--- src/rtl/alu_result_serializer_pkg.sv ---
`default_nettype none
// ============================================================================
// Module   : alu_ser_pkg
// Purpose  : Shared types and constants for the ALU result serializer.
//            Frame FSM state encoding, output byte width, status byte layout
//            and the byte-counter width helper.
// Ports    : (package, no ports)
// Revision : 1.0 - initial release
// ============================================================================
package alu_ser_pkg;

  // Output byte width; the transmit path is byte-oriented.
  localparam int BYTE_WIDTH = 8;

  // Position of the latched ALU carry inside the trailing status byte.
  localparam int STATUS_CARRY_BIT = 0;

  // Frame FSM states, explicitly 2 bits wide.
  typedef enum logic [1:0] {
    IDLE        = 2'd0,
    SEND_DATA   = 2'd1,
    SEND_STATUS = 2'd2
  } ser_state_e;

  // Width of the byte counter for a result of nbytes bytes: clog2(nbytes),
  // never narrower than one bit so a single-byte result still has a counter.
  function automatic int cnt_width(input int nbytes);
    if (nbytes <= 1) begin
      return 1;
    end
    return $clog2(nbytes);
  endfunction

endpackage : alu_ser_pkg
`default_nettype wire

--- src/rtl/alu_result_serializer_if.sv ---
`default_nettype none
// ============================================================================
// Module   : alu_result_serializer_if
// Purpose  : Bundles the ALU-side capture inputs and the byte-stream
//            valid/ready transmit signals of the serializer.
// Ports    : alu_out    - ALU result bits
//            carry_in   - ALU carry, sampled with alu_out
//            out_valid  - ALU output-valid level
//            tx_data    - current frame byte
//            tx_valid   - tx_data holds a byte to transfer
//            tx_ready   - consumer accepts the byte this cycle
//            busy       - frame in progress
//            frame_done - one-cycle pulse after the status byte is accepted
//            overrun    - one-cycle pulse when a result is dropped
//            modport slave  : serializer view
//            modport master : environment (ALU + transmitter) view
// Revision : 1.0 - initial release
// ============================================================================
interface alu_result_serializer_if #(
  parameter int OUT_WIDTH = 32
);
  import alu_ser_pkg::*;

  logic [OUT_WIDTH-1:0]  alu_out;
  logic                  carry_in;
  logic                  out_valid;
  logic [BYTE_WIDTH-1:0] tx_data;
  logic                  tx_valid;
  logic                  tx_ready;
  logic                  busy;
  logic                  frame_done;
  logic                  overrun;

  modport slave (
    input  alu_out, carry_in, out_valid, tx_ready,
    output tx_data, tx_valid, busy, frame_done, overrun
  );

  modport master (
    output alu_out, carry_in, out_valid, tx_ready,
    input  tx_data, tx_valid, busy, frame_done, overrun
  );

endinterface : alu_result_serializer_if
`default_nettype wire

--- src/rtl/alu_result_serializer_rise_detect.sv ---
`default_nettype none
// ============================================================================
// Module   : rise_detect
// Purpose  : Registers a level signal and flags its rising edge. The pulse
//            is high in the cycle where the level is 1 and was 0 one cycle
//            earlier, so a level held high yields exactly one pulse.
// Ports    : clk_i   - clock, rising edge
//            rst_ni  - synchronous active-low reset
//            level_i - level input (ALU output-valid)
//            rise_o  - one-cycle rising-edge pulse
// Revision : 1.0 - initial release
// ============================================================================
module rise_detect (
  input  wire logic clk_i,
  input  wire logic rst_ni,
  input  wire logic level_i,
  output logic      rise_o
);

  logic valid_q;

  // Cleared by reset, so a level already high right after reset is seen
  // as a rising edge.
  always_ff @(posedge clk_i) begin
    if (!rst_ni) begin
      valid_q <= 1'b0;
    end else begin
      valid_q <= level_i;
    end
  end

  assign rise_o = level_i & ~valid_q;

endmodule : rise_detect
`default_nettype wire

--- src/rtl/alu_result_serializer.sv ---
`default_nettype none
// ============================================================================
// Module   : alu_result_serializer
// Purpose  : Captures a registered ALU result plus carry on the rising edge
//            of the ALU valid flag and streams it as a byte frame over a
//            valid/ready link: result bytes LSB-first, then one status byte
//            {7'b0, carry}. Captures arriving while a frame is in progress
//            are dropped and reported with a one-cycle overrun pulse.
// Ports    : clk_i  - clock, rising edge
//            rst_ni - synchronous active-low reset
//            bus    - alu_result_serializer_if.slave (capture + TX stream)
// Revision : 1.0 - initial release
// ============================================================================
module alu_result_serializer
  import alu_ser_pkg::*;
#(
  parameter int OUT_WIDTH = 32  // multiple of 8
) (
  input  wire logic              clk_i,
  input  wire logic              rst_ni,
  alu_result_serializer_if.slave bus
);

  localparam int NBYTES = OUT_WIDTH / BYTE_WIDTH;
  localparam int CNT_W  = cnt_width(NBYTES);
  localparam logic [CNT_W-1:0] LAST_BYTE = CNT_W'(NBYTES - 1);

  ser_state_e           state_q, state_d;
  logic [OUT_WIDTH-1:0] shift_q, shift_d;
  logic                 carry_q, carry_d;
  logic [CNT_W-1:0]     cnt_q, cnt_d;
  logic                 frame_done_q, frame_done_d;
  logic                 overrun_q, overrun_d;

  logic capture;
  logic tx_valid;
  logic handshake;

  rise_detect u_rise_detect (
    .clk_i  (clk_i),
    .rst_ni (rst_ni),
    .level_i(bus.out_valid),
    .rise_o (capture)
  );

  // Valid is a pure function of the registered state, so it can never drop
  // mid-frame and never changes while the consumer stalls.
  assign tx_valid  = (state_q != IDLE);
  assign handshake = tx_valid & bus.tx_ready;

  // --------------------------------------------------------------------------
  // State register
  // --------------------------------------------------------------------------
  always_ff @(posedge clk_i) begin
    if (!rst_ni) begin
      state_q      <= IDLE;
      shift_q      <= '0;
      carry_q      <= 1'b0;
      cnt_q        <= '0;
      frame_done_q <= 1'b0;
      overrun_q    <= 1'b0;
    end else begin
      state_q      <= state_d;
      shift_q      <= shift_d;
      carry_q      <= carry_d;
      cnt_q        <= cnt_d;
      frame_done_q <= frame_done_d;
      overrun_q    <= overrun_d;
    end
  end

  // --------------------------------------------------------------------------
  // Next-state logic
  // --------------------------------------------------------------------------
  always_comb begin
    state_d      = state_q;
    shift_d      = shift_q;
    carry_d      = carry_q;
    cnt_d        = cnt_q;
    frame_done_d = 1'b0;
    // Any capture outside IDLE (including the final status handshake cycle)
    // is dropped; the running frame is left untouched.
    overrun_d    = capture & (state_q != IDLE);

    unique case (state_q)
      IDLE: begin
        if (capture) begin
          shift_d = bus.alu_out;
          carry_d = bus.carry_in;
          cnt_d   = '0;
          state_d = SEND_DATA;
        end
      end
      SEND_DATA: begin
        if (handshake) begin
          shift_d = shift_q >> BYTE_WIDTH;
          cnt_d   = cnt_q + 1'b1;
          if (cnt_q == LAST_BYTE) begin
            state_d = SEND_STATUS;
          end
        end
      end
      SEND_STATUS: begin
        if (handshake) begin
          state_d      = IDLE;
          frame_done_d = 1'b1;
        end
      end
      default: begin
        state_d = IDLE;
      end
    endcase
  end

  // --------------------------------------------------------------------------
  // Output logic (decoded from registers only)
  // --------------------------------------------------------------------------
  always_comb begin
    bus.tx_data    = '0;
    bus.tx_valid   = tx_valid;
    bus.busy       = tx_valid;
    bus.frame_done = frame_done_q;
    bus.overrun    = overrun_q;
    unique case (state_q)
      SEND_DATA:   bus.tx_data = shift_q[BYTE_WIDTH-1:0];
      SEND_STATUS: bus.tx_data[STATUS_CARRY_BIT] = carry_q;
      default:     bus.tx_data = '0;
    endcase
  end

endmodule : alu_result_serializer
`default_nettype wire

--- src/flat_wrapper.sv ---
// flat-port wrapper written by rule: the top's interface ports become plain ports
module alu_result_serializer_flat import alu_ser_pkg::*;
#(
  parameter int OUT_WIDTH = 32                  
)
  (clk_i, rst_ni, bus_alu_out, bus_carry_in, bus_out_valid, bus_tx_ready, bus_tx_data, bus_tx_valid, bus_busy, bus_frame_done, bus_overrun);
  alu_result_serializer_if #(.OUT_WIDTH(OUT_WIDTH)) bus_i ();
  input  wire logic clk_i;
  input  wire logic rst_ni;
  input wire logic [$bits(bus_i.alu_out)-1:0] bus_alu_out;
  input wire logic [$bits(bus_i.carry_in)-1:0] bus_carry_in;
  input wire logic [$bits(bus_i.out_valid)-1:0] bus_out_valid;
  input wire logic [$bits(bus_i.tx_ready)-1:0] bus_tx_ready;
  output wire logic [$bits(bus_i.tx_data)-1:0] bus_tx_data;
  output wire logic [$bits(bus_i.tx_valid)-1:0] bus_tx_valid;
  output wire logic [$bits(bus_i.busy)-1:0] bus_busy;
  output wire logic [$bits(bus_i.frame_done)-1:0] bus_frame_done;
  output wire logic [$bits(bus_i.overrun)-1:0] bus_overrun;
  assign bus_i.alu_out = bus_alu_out;
  assign bus_i.carry_in = bus_carry_in;
  assign bus_i.out_valid = bus_out_valid;
  assign bus_i.tx_ready = bus_tx_ready;
  assign bus_tx_data = bus_i.tx_data;
  assign bus_tx_valid = bus_i.tx_valid;
  assign bus_busy = bus_i.busy;
  assign bus_frame_done = bus_i.frame_done;
  assign bus_overrun = bus_i.overrun;
  alu_result_serializer #(.OUT_WIDTH(OUT_WIDTH)) u_core (.clk_i(clk_i), .rst_ni(rst_ni), .bus(bus_i));
endmodule
--- config.mk ---
export PLATFORM = sky130hd
export DESIGN_NAME = alu_result_serializer_flat
export DESIGN_NICKNAME = d
export VERILOG_FILES = /design/src/rtl/alu_result_serializer_pkg.sv /design/src/rtl/alu_result_serializer_if.sv /design/src/rtl/alu_result_serializer_rise_detect.sv /design/src/rtl/alu_result_serializer.sv /design/src/flat_wrapper.sv
export SDC_FILE = /design/constraint.sdc
export NUM_CORES = 1
export LEC_CHECK = 0
export BUFFER_PORTS_ARGS = -buffer_cell sky130_fd_sc_hd__buf_2
export CORE_ASPECT_RATIO = 0.7
export CORE_MARGIN = 2
export CORE_UTILIZATION = 25
export CTS_BUF_LIST = sky130_fd_sc_hd__clkbuf_2
export CTS_CLUSTER_SIZE = 10
export DETAILED_ROUTE_END_ITERATION = 8
export HOLD_SLACK_MARGIN = 0.03
export PLACE_DENSITY = 0.56
export SYNTH_ARGS = -nofsm -noshare
export SYNTH_HDL_FRONTEND = slang
export SYNTH_SLANG_ARGS = --single-unit
--- constraint.sdc ---
create_clock -name clk_i -period 1.8 [get_ports clk_i]
set_input_delay 0.18 -clock clk_i [delete_from_list [all_inputs] [get_ports clk_i]]
set_output_delay 0.18 -clock clk_i [all_outputs]
set_load 0.01 [all_outputs]
==> results.md, run 1 <==
- Htree depth: 2
- CTS max path bufs: 2
- Pre-CTS WS: -0.0264 ns
- Clk slew on worst S/H paths: between 0.15 and 0.2 ns
- Critical path arrival: 2.03 ns
- Commonest non-fill, non-tap cell in the layout: buf_2
- R2R cell count: 8
- DRC errors left: 0
- Final global-route overflow total: 0
- Hold EP: u_core.shift_q[26]
- Startpoint types: register
- CP max FO: 17
- Worst slew pin tran: around 0.27 ns
- Finish-stage setup viols: 0
- Initial antenna violation count: 0
- Via Count: 1,626
- Worst R2R Start: u_core.state_q[1]
- Critical path required time: ~2.1 ns
- Number of global-route vias before repair: 1,604
- Clock sinks: 40
- Vias per cell: 4.52
- Reg-to-Reg End: u_core.shift_q[8]
- DR pass1 iterations: 4
- Worst hold path cell count: 3
- Synth area leaders: dfxtp_1 42%, mux2i_1 14%, o211a_1 12%, nand2_1 7.8%, ha_1 3.9%
- 1st-iter DRT viols: a little under 90
- Worst hold path type: in -> reg
- Worst skew pair latency: roughly 0.39 ns
- Slew Viols, Final: 0
- Fin nets: a little over 300
- Die span in y: around 78 um
- Final period utilization: 0.957
- CP Capture Type: register
- Most frequent cells in the layout: 48 x buf_2, 40 x nand2_1, 38 x dfxtp_1
- Hpwl dp: between 3000 and 4000 um
- Yosys cell types: 25
- Routability Congestion: approximately 0.74
- Layout cells sized above 1: 0.309
- Fillers: around 740
- Fmax: ~0.58 GHz
- Core box area: around 7400 um^2
- IO buf count: 48
- Gate Count Post-Synth: between 150 and 200
- Synth Area per Inst: approximately 9.7 um^2
- Seq/Total Area, Yosys: 0.415
- Worst R2R Setup Slack: just under 0.08 ns
- Final min period: around 1.7 ns
- Synth area leader: dfxtp_1
- Final WL: slightly above 5000 um
- Leakage: approximately 1.3 nW
- Max-cap violations: 0
- Layout Skew: between 0.005 and 0.006 ns
- Status: completed
- Initial Util: 0.261
- Power density cells: approximately 1500 nW/um^2
- Final hold viol count: 0
- Mapped Nets: about 240
- Core Rows: 26
- Syn-to-layout area delta: 36.3%
- Remaining antenna violation count: 0
- Pin count of the biggest net entering global routing: 37
- Total Power: around 3.8 mW
- Register area: ~800 um^2
- Die ar.: 8450 um^2
- Post-route worst setup slack: slightly below 0.08 ns
- Die W: approximately 110 um
- Post-synth top area share: 0.415
- Largest vdd supply drop: between 0.0004 and 0.0005 V
- Hold path start: bus_alu_out[26]
- Synth warn: 0
- Routed length per placed instance: approximately 14 um
- First-pass GRT wire length: slightly below 8000 um
- Area occupied by multi-input gates: around 1100 um^2
- CTS tree: done
- Gr usage total: 0.119
- Synth Cell Area: between 1500 and 2000 um^2
- Root buffer cell: clkbuf_2
- # diodes: 0
- Top Ports: between 40 and 50
- Synthesized flop and latch total: 40
- Setup CP Type: reg -> reg
- CTS Buf Count: 5
- Rel. slew slack: 0.814
==> metrics by stage <==
stage	hold WS, ns	cell area [um^2]	std cells	setup TNS, ns	util
2_1_floorplan	0.302	1930	199	0	-
3_3_place_gp	0.410	2280	333	0	0.308
3_5_place_dp	0.421	2280	333	-0.114	0.308
4_1_cts	0.0347	2440	351	0	0.331
5_1_grt	0.0937	2630	360	-0.0164	0.356
6_report	0.0697	2630	360	0	0.356
==> power breakdown <==
group          internal, mW  total [mW]  switching, mW  leakage, nW
registers              1.20        1.36          0.164        0.331
clock network        0.0802       0.370          0.290       0.0239
logic                  1.12        2.11          0.992        0.965
total                  2.40        3.85           1.45         1.32
==> registers in the layout, summed over array words and instances, names as in the netlist <==
name,cells
u_core.state_q,2
u_core.shift_q,32
u_core.cnt_q,2
u_core.u_rise_detect.valid_q,1
u_core.carry_q,1
u_core.bus.frame_done,1
u_core.bus.overrun,1
==> area by class of cell <==
type,count,share of cell area
Sequential cell,40,0.306
Inverter,3,0.00618
Tap cell,98,0.0466
Clock inverter,2,0.00285
Clock buffer,5,0.00951
Timing Repair Buffer,73,0.224
Multi-Input combinational cell,139,0.404
==> metal layers <==
| layer | global-route usage | up-vias | routed length (um) |
|---|---|---|---|
| met3 | 0.0336 | 5 | 306 |
| met5 | 0 | - | 0 |
| met2 | 0.161 | 45 | 2100 |
| li1 | - | 827 | - |
| met4 | 0.0308 | 0 | 25 |
| met1 | 0.181 | 749 | 2740 |
==> critical path: stages, from the launching register on <==
cell,delay [ns]
dfxtp_4,0.42
inv_6,0.05
ha_4,0.15
nand2b_4,0.15
a221oi_4,0.34
buf_4,0.18
clkbuf_16,0.17
nand2_1,0.06
o211a_1,0.12
==> how the worst max path moves through the flow <==
stage,cells after the start,slack [ns],startpoint,end
finish,8,0.08,u_core.state_q[1],u_core.shift_q[8]
floorplan,8,0.15,u_core.state_q[0],u_core.cnt_q[1]
global route,8,-0.008,u_core.state_q[1],u_core.shift_q[8]
CTS,6,0.01,u_core.state_q[0],bus_tx_data[0]
global placement,7,0.01,u_core.state_q[1],u_core.shift_q[20]
detailed placement,7,-0.03,u_core.state_q[1],u_core.shift_q[10]
==> kinds of logic after synthesis <==
kind of cell | after synthesis | share of synthesized area
AOI/OAI and AO/OA | 38 | 0.174
adders and majority gates | 6 | 0.0389
buffers and inverters | 20 | 0.0545
DFF | 40 | 0.415
muxes | 27 | 0.140
and+or+nand+nor | 68 | 0.177
==> cells in the mapped netlist <==
cell,number
and2_1,8
ha_1,6
nand4b_1,6
nand2_1,40
nor2_1,2
nand3_1,3
a221oi_4,1
o211a_1,24
o21ai_0,6
clkbuf_1,7
nor3b_1,1
dfxtp_1,40
nand4_1,1
nor2b_1,4
a21oi_1,1
buf_4,2
mux2i_1,27
inv_1,3
a22oi_1,2
buf_2,6
nand3b_1,1
nand2b_4,1
nand2b_1,1
o21ai_1,4
buf_6,2
==> what timing repair did <==
item,4_1_cts,5_1_grt
endpoints found under the hold margin,9,0
hold buffers,9,0
cloned,1,5
gates resized for setup,5,12
buffers inserted,1,4
pin swaps,1,4
endpoints found under the setup margin,28,37
No activity file was read; power rests on OpenSTA's default activity.
==> inputs of run 2 (changes only) <==
- CAP_MARGIN: not set -> 20
- CTS_BUF_LIST: sky130_fd_sc_hd__clkbuf_2 -> sky130_fd_sc_hd__clkbuf_16
==> run 2 against run 1 <==
Compared with the run above: worst setup slack got worse by 0.051 ns; die area did not move; hold slack improved by 0.062 ns; sequential power barely moved; final area barely moved; clock skew fell by 0.0022 ns; combinational power barely moved; global-route usage rose by 0.051 points; maximum frequency fell by 2.9%; largest cell class unchanged.
==> results.md, run 2 (synthesized netlist as in run 1, its figures left out) <==
- Met2 GRT Util: 0.161
- Worst slew pin tran: roughly 0.40 ns
- Slew Viols, Final: 0
- Finish-stage setup viols: 0
- Total Power: 4.28 mW
- R2R cell count: 7
- Clk slew on worst S/H paths: about 0.060 ns
- Remaining antenna violation count: 0
- Top Ports: approximately 50
- Status: completed
- Crit-path leading delay family: compound AO/OA/AOI/OAI gates
- Pre-CTS WS: -0.0264 ns
- 1st-iter DRT viols: 99
- Final min period: roughly 1.8 ns
- Commonest non-fill, non-tap cell in the layout: buf_2
- CTS tree: done
- Initial Util: 0.261
- Final hold viol count: 0
- Vias per cell: approximately 4.6
- DR pass1 iterations: 4
- Final period utilization: 0.985
- WP buf/inv: 3
- Crit path cell chain: inv_6 -> ha_4 -> nand2b_4 -> a221oi_4 -> buf_6 -> clkbuf_16 -> o211a_1
- GRT busiest layer: met1
- Routed length per placed instance: roughly 15 um
- Root buffer cell: clkbuf_16
- Met3 usage: 0.0328
- Worst skew pair latency: ~0.28 ns
- DRC errors left: 0
- Largest vdd supply drop: ~0.00060 V
- Htree depth: 2
- Core box area: roughly 7400 um^2
- Area occupied by multi-input gates: 1050 um^2
- Crit path depth: 7
- Core Rows: 26
- Worst hold path type: in -> reg
- GR Util met1: 0.183
- Die ar.: around 8400 um^2
- Hpwl dp: 3120 um
- Critical path arrival: 2.00 ns
- CTS Buf Count: 5
- Gr usage total: 0.120
- Slowest-stage cell, CP: a221oi_4
- Largest Register: u_core.shift_q
- Routability Congestion: 0.736
- Leakage: between 1 and 1.5 nW
- Number of global-route vias before repair: between 1,500 and 2,000
- Max-cap violations: 0
- Worst R2R Setup Slack: around 0.027 ns
- Largest registers: u_core.shift_q (32), u_core.cnt_q (2), u_core.state_q (2)
- RSZ-0062 raised after global routing: true
- Peak per-stage delay on the critical path: between 0.4 and 0.5 ns
- Clock sinks: 40
- Layout cells sized above 1: 0.320
- Pin count of the biggest net entering global routing: 37
- Critical path required time: between 2 and 2.5 ns
- Worst hold path cell count: 3
- Die span in y: around 78 um
- First-pass GRT wire length: roughly 7900 um
- Via Count: between 1,500 and 2,000
- Most frequent cells in the layout: 48 x buf_2, 40 x nand2_1, 38 x dfxtp_1
- Final global-route overflow total: 0
- Fmax: between 0.5 and 0.6 GHz
- Syn-to-layout area delta: 36.4%
- Post-route worst setup slack: around 0.027 ns
- Final WL: roughly 5300 um
- Startpoint types: register
- CTS max path bufs: 2
- # diodes: 0
- Initial antenna violation count: 0
- Register area: between 800 and 900 um^2
- Power density cells: between 1500 and 2000 nW/um^2
- Die W: ~110 um
- Layout Skew: 0.00378 ns
- Setup CP Type: reg -> reg
- IO buf count: 48
- Fillers: around 760
- Fin nets: roughly 300
- CP max FO: 8
- CP Capture Type: register
- Rel. slew slack: 0.733
- Largest register FFs: 32
run 2: cell types whose count changed in the layout (fill, tap and decap cells not counted):
cell,delta
clkbuf_16,+5
clkbuf_2,-5
dlygate4sd3_1,-9
ha_1,+1
ha_4,-1
o21ai_1,-1
o21ai_2,+1
run 2: layout make-up:
class / count / area share
Inverter: 3 / 0.00618
Clock inverter: 2 / 0.00285
Timing Repair Buffer: 64 / 0.190
Sequential cell: 40 / 0.306
Multi-Input combinational cell: 139 / 0.401
Clock buffer: 5 / 0.0476
Tap cell: 98 / 0.0466
run 2: metrics by stage:
stage | hold WS (ns) | std cells | setup TNS, ns | utilization | instance area [um^2]
after global routing | 0.156 | 351 | -0.167 | 0.356 | 2630
after detailed placement | 0.421 | 333 | -0.114 | 0.308 | 2280
final | 0.132 | 351 | 0 | 0.356 | 2630
after CTS | 0.131 | 342 | 0 | 0.331 | 2450
after floorplan | 0.302 | 199 | 0 | - | 1930
after global placement | 0.410 | 333 | 0 | 0.308 | 2280
run 2: worst reg2reg max path, stage by stage (launching register included):
cell and delay (ns):
dfxtp_4 0.37, inv_6 0.05, ha_4 0.15, nand2b_4 0.15
a221oi_4 0.44, buf_6 0.24, clkbuf_16 0.18, o211a_1 0.14
run 2: final timing paths:
kind	from	end
worst min register to register	u_core.shift_q[29]	u_core.shift_q[29]
worst min-delay path	bus_alu_out[30]	u_core.shift_q[30]
worst max-delay path	u_core.state_q[1]	u_core.shift_q[0]
worst max register to register	u_core.state_q[1]	u_core.shift_q[0]
run 2: power breakdown:
group          internal (mW)  switching (mW)  total (mW)
Combinational           1.09           0.990        2.08
Sequential              1.20           0.166        1.37
Clock                  0.496           0.336       0.832
run 2: timing repair:
item / 4_1_cts / 5_1_grt
resized for setup: 2 / 13
buffers inserted: 1 / 3
endpoints found under the setup margin: 26 / 34
pin swaps: 1 / 4
hold buffers: 0 / 0
cloned: 1 / 6
run 2: layer usage:
metal  part of all wire  routed length [um]
met1               0.54                2830
met2               0.41                2170
met3              0.045                 238
met4             0.0040                  21
met5                  0                   0
==> inputs of run 3 (changes only) <==
- ABC_AREA: not set -> 1
- CORE_ASPECT_RATIO: 0.7 -> not set
- CTS_CLUSTER_DIAMETER: not set -> 30
==> run 3 against run 2 <==
Compared with the run above: first-iteration DRC count decreased by 17%; wire length shrank 5.7%; highest routed layer unchanged; clock skew grew 0.0027 ns; power decreased by 4.0%; maximum frequency increased by 9.0%; clock power grew 2%; area after synthesis up 7.4%.
==> results.md, run 3 <==
- Sw Pwr: about 1.7 mW
- Die W: between 90 and 100 um
- Cell area after placement: 2390 um^2
- RSZ-0062 raised after global routing: false
- CTS Buf Count: 5
- Design area: 2580 um^2
- 1st-iter DRT viols: 82
- Via Count: a little under 2,000
- Post-synth top area share: 0.386
- Synth Area per Inst: 6.17 um^2
- Htree depth: 2
- Die ar.: approximately 9000 um^2
- Worst R2R Start: u_core.state_q[1]
- Setup_tns: 0 ns
- Post-synth EDFFs: 0
- Mapped Nets: approximately 380
- IO buf count: 48
- Status: completed
- Largest vdd supply drop: roughly 0.0007 V
- Combinational share of power: 0.486
- Largest registers: u_core.shift_q (32), u_core.cnt_q (2), u_core.state_q (2)
- Rel. slew slack: 0.758
- Power density cells: roughly 1600 nW/um^2
- Final hold viol count: 0
- Remaining antenna violation count: 0
- Commonest non-fill, non-tap cell in the layout: nand2_1
- Number of global-route vias before repair: between 1,500 and 2,000
- Core box area: slightly above 8000 um^2
- Setup CP Type: reg -> reg
- Fin nets: between 400 and 500
- Critical path required time: between 1.5 and 2 ns
- Largest Register: u_core.shift_q
- Root buffer cell: clkbuf_16
- Initial antenna violation count: 0
- Worst hold path type: in -> reg
- Vias per cell: between 4 and 5
- Gr usage total: 0.110
- CTS max path bufs: 2
- CP Launch Point: u_core.state_q[1]
- Top Ports: 49
- Util after Layout: 0.317
- Sw Share: 0.409
- Finish-stage setup viols: 0
- Worst R2R Setup Slack: approximately 0.17 ns
- Area fraction in compound gates after synthesis: 0.0954
- Final min period: between 1.5 and 2 ns
- Leakage: 1.43 nW
- Synthesized flop and latch total: 40
- Routability Congestion: between 0.7 and 0.8
- Final WL: between 4000 and 5000 um
- Post-synthesis mux area share: 0
- Final global-route overflow total: 0
- Max-cap violations: 0
- DRC errors left: 0
- First-pass GRT wire length: ~7700 um
- DR pass1 iterations: 4
- Synth Area in Simple Gates: 0.336
- Main synth FF type: dfxtp_1
- Yosys cell types: 17
- Largest family of logic cells by synthesized area: simple AND/OR/NAND/NOR gates
- Synth area leader: dfxtp_1
- Routed length per placed instance: 10.2 um
- Hold buffers post-CTS: 0
- Top-count cell post-synth: nand2_1
- Xor/xnor share of the synthesized area: 0
- Seq pwr share: 0.308
- Synth warn: 0
- Worst slew pin tran: about 0.36 ns
- Layout cells sized above 1: 0.171
- Synth Cell Area: slightly above 2000 um^2
- Async S/R FF share, synth: 0
- Post-synth top cells: 111 x nand2_1, 65 x nor2_1, 50 x inv_1
- Hold WS: 0.129 ns
- R2R cell count: 9
- # diodes: 0
- Initial Util: 0.255
- Hpwl dp: around 3200 um
- Clock sinks: 40
- Die span in y: around 95 um
- CP Capture Type: register
- Worst skew pair latency: between 0.2 and 0.3 ns
- Final period utilization: 0.904
- Clk slew on worst S/H paths: approximately 0.060 ns
- Largest register FFs: 32
- Startpoint types: register
- CP endpoint: u_core.shift_q[9]
- Synth area leaders: dfxtp_1 39%, nand2_1 20%, nor2_1 12%, inv_1 9.1%, o21ai_0 6.3%
- CTS tree: done
- CP max FO: 17
- Layout Skew: around 0.0065 ns
- Seq/Total Area, Yosys: 0.386
- Int Pwr: 2.43 mW
- Fmax: between 0.6 and 0.7 GHz
- Pin count of the biggest net entering global routing: 67
- Critical path arrival: around 1.8 ns
- Reg-to-Reg End: u_core.shift_q[9]
- Syn-to-layout area delta: 24.5%
- Clock share of power: 0.206
- Slew Viols, Final: 0
- Core Rows: 33
- Gate Count Post-Synth: roughly 340
- Most frequent cells in the layout: 110 x nand2_1, 65 x nor2_1, 50 x inv_1
- Synthesized-area fraction occupied by adder cells: 0.0362
[run 3: cell families after synthesis]
family,after synthesis
adders and majority gates,6
DFF,40
AOI/OAI and AO/OA,39
buffers and inverters,69
and+or+nand+nor,182
[run 3: worst min-delay path by stage]
stage,startpoint,endpoint,slack (ns),cells after the start
finish,bus_alu_out[29],u_core.shift_q[29],0.13,3
global route,bus_alu_out[26],u_core.shift_q[26],0.15,3
CTS,bus_out_valid,u_core.u_rise_detect.valid_q,0.12,3
detailed placement,bus_alu_out[27],u_core.shift_q[27],0.42,3
global placement,bus_alu_out[29],u_core.shift_q[29],0.41,3
floorplan,bus_out_valid,u_core.u_rise_detect.valid_q,0.29,2
[run 3: critical path, cell delays in order, from the launching register on]
cell,delay (ns)
dfxtp_1,0.36
inv_1,0.10
ha_1,0.21
inv_1,0.08
nand2_1,0.11
nand2_2,0.11
nand3_4,0.13
clkbuf_16,0.22
nor2_1,0.12
nor2_1,0.06
[run 3: per-layer routing]
| layer | part of all wire | global-route usage | wire (um) |
|---|---|---|---|
| met4 | 0.010 | 0.0362 | 51 |
| met3 | 0.049 | 0.0324 | 241 |
| met1 | 0.50 | 0.142 | 2460 |
| met5 | 0 | 0 | 0 |
| met2 | 0.44 | 0.176 | 2210 |
[run 3: area by class of cell]
type                    count  area [um^2]
repair buffers             55          339
clock buffers               5          125
inverters                  50          188
fillers                   914         5560
multi-input cells         227          980
flip-flops and latches     40          802
well taps                 105          131
clock inverters             3         13.8
[run 3: power by group through the flow]
stage | sequential, mW | combinational (mW) | clock (mW)
finish | 1.26 | 2.00 | 0.849
global route | 1.29 | 2.34 | 0.927
CTS | 1.26 | 1.84 | 0.880
detailed placement | 1.29 | 1.82 | 0
global placement | 1.28 | 1.81 | 0
floorplan | 1.27 | 1.52 | 0
[run 3: stage by stage]
| step | setup WS (ns) | instances | power [mW] |
|---|---|---|---|
| after floorplan | 0.337 | 336 | 2.78 |
| after global placement | 0.188 | 475 | 3.08 |
| after detailed placement | 0.143 | 475 | 3.11 |
| after CTS | 0.124 | 483 | 3.98 |
| after global routing | 0.00587 | 485 | 4.56 |
| final | 0.173 | 485 | 4.11 |
[run 3: what timing repair did]
item                       CTS  global route
setup buffers                0             0
resized for setup            0             3
setup endpoints to repair    0            15
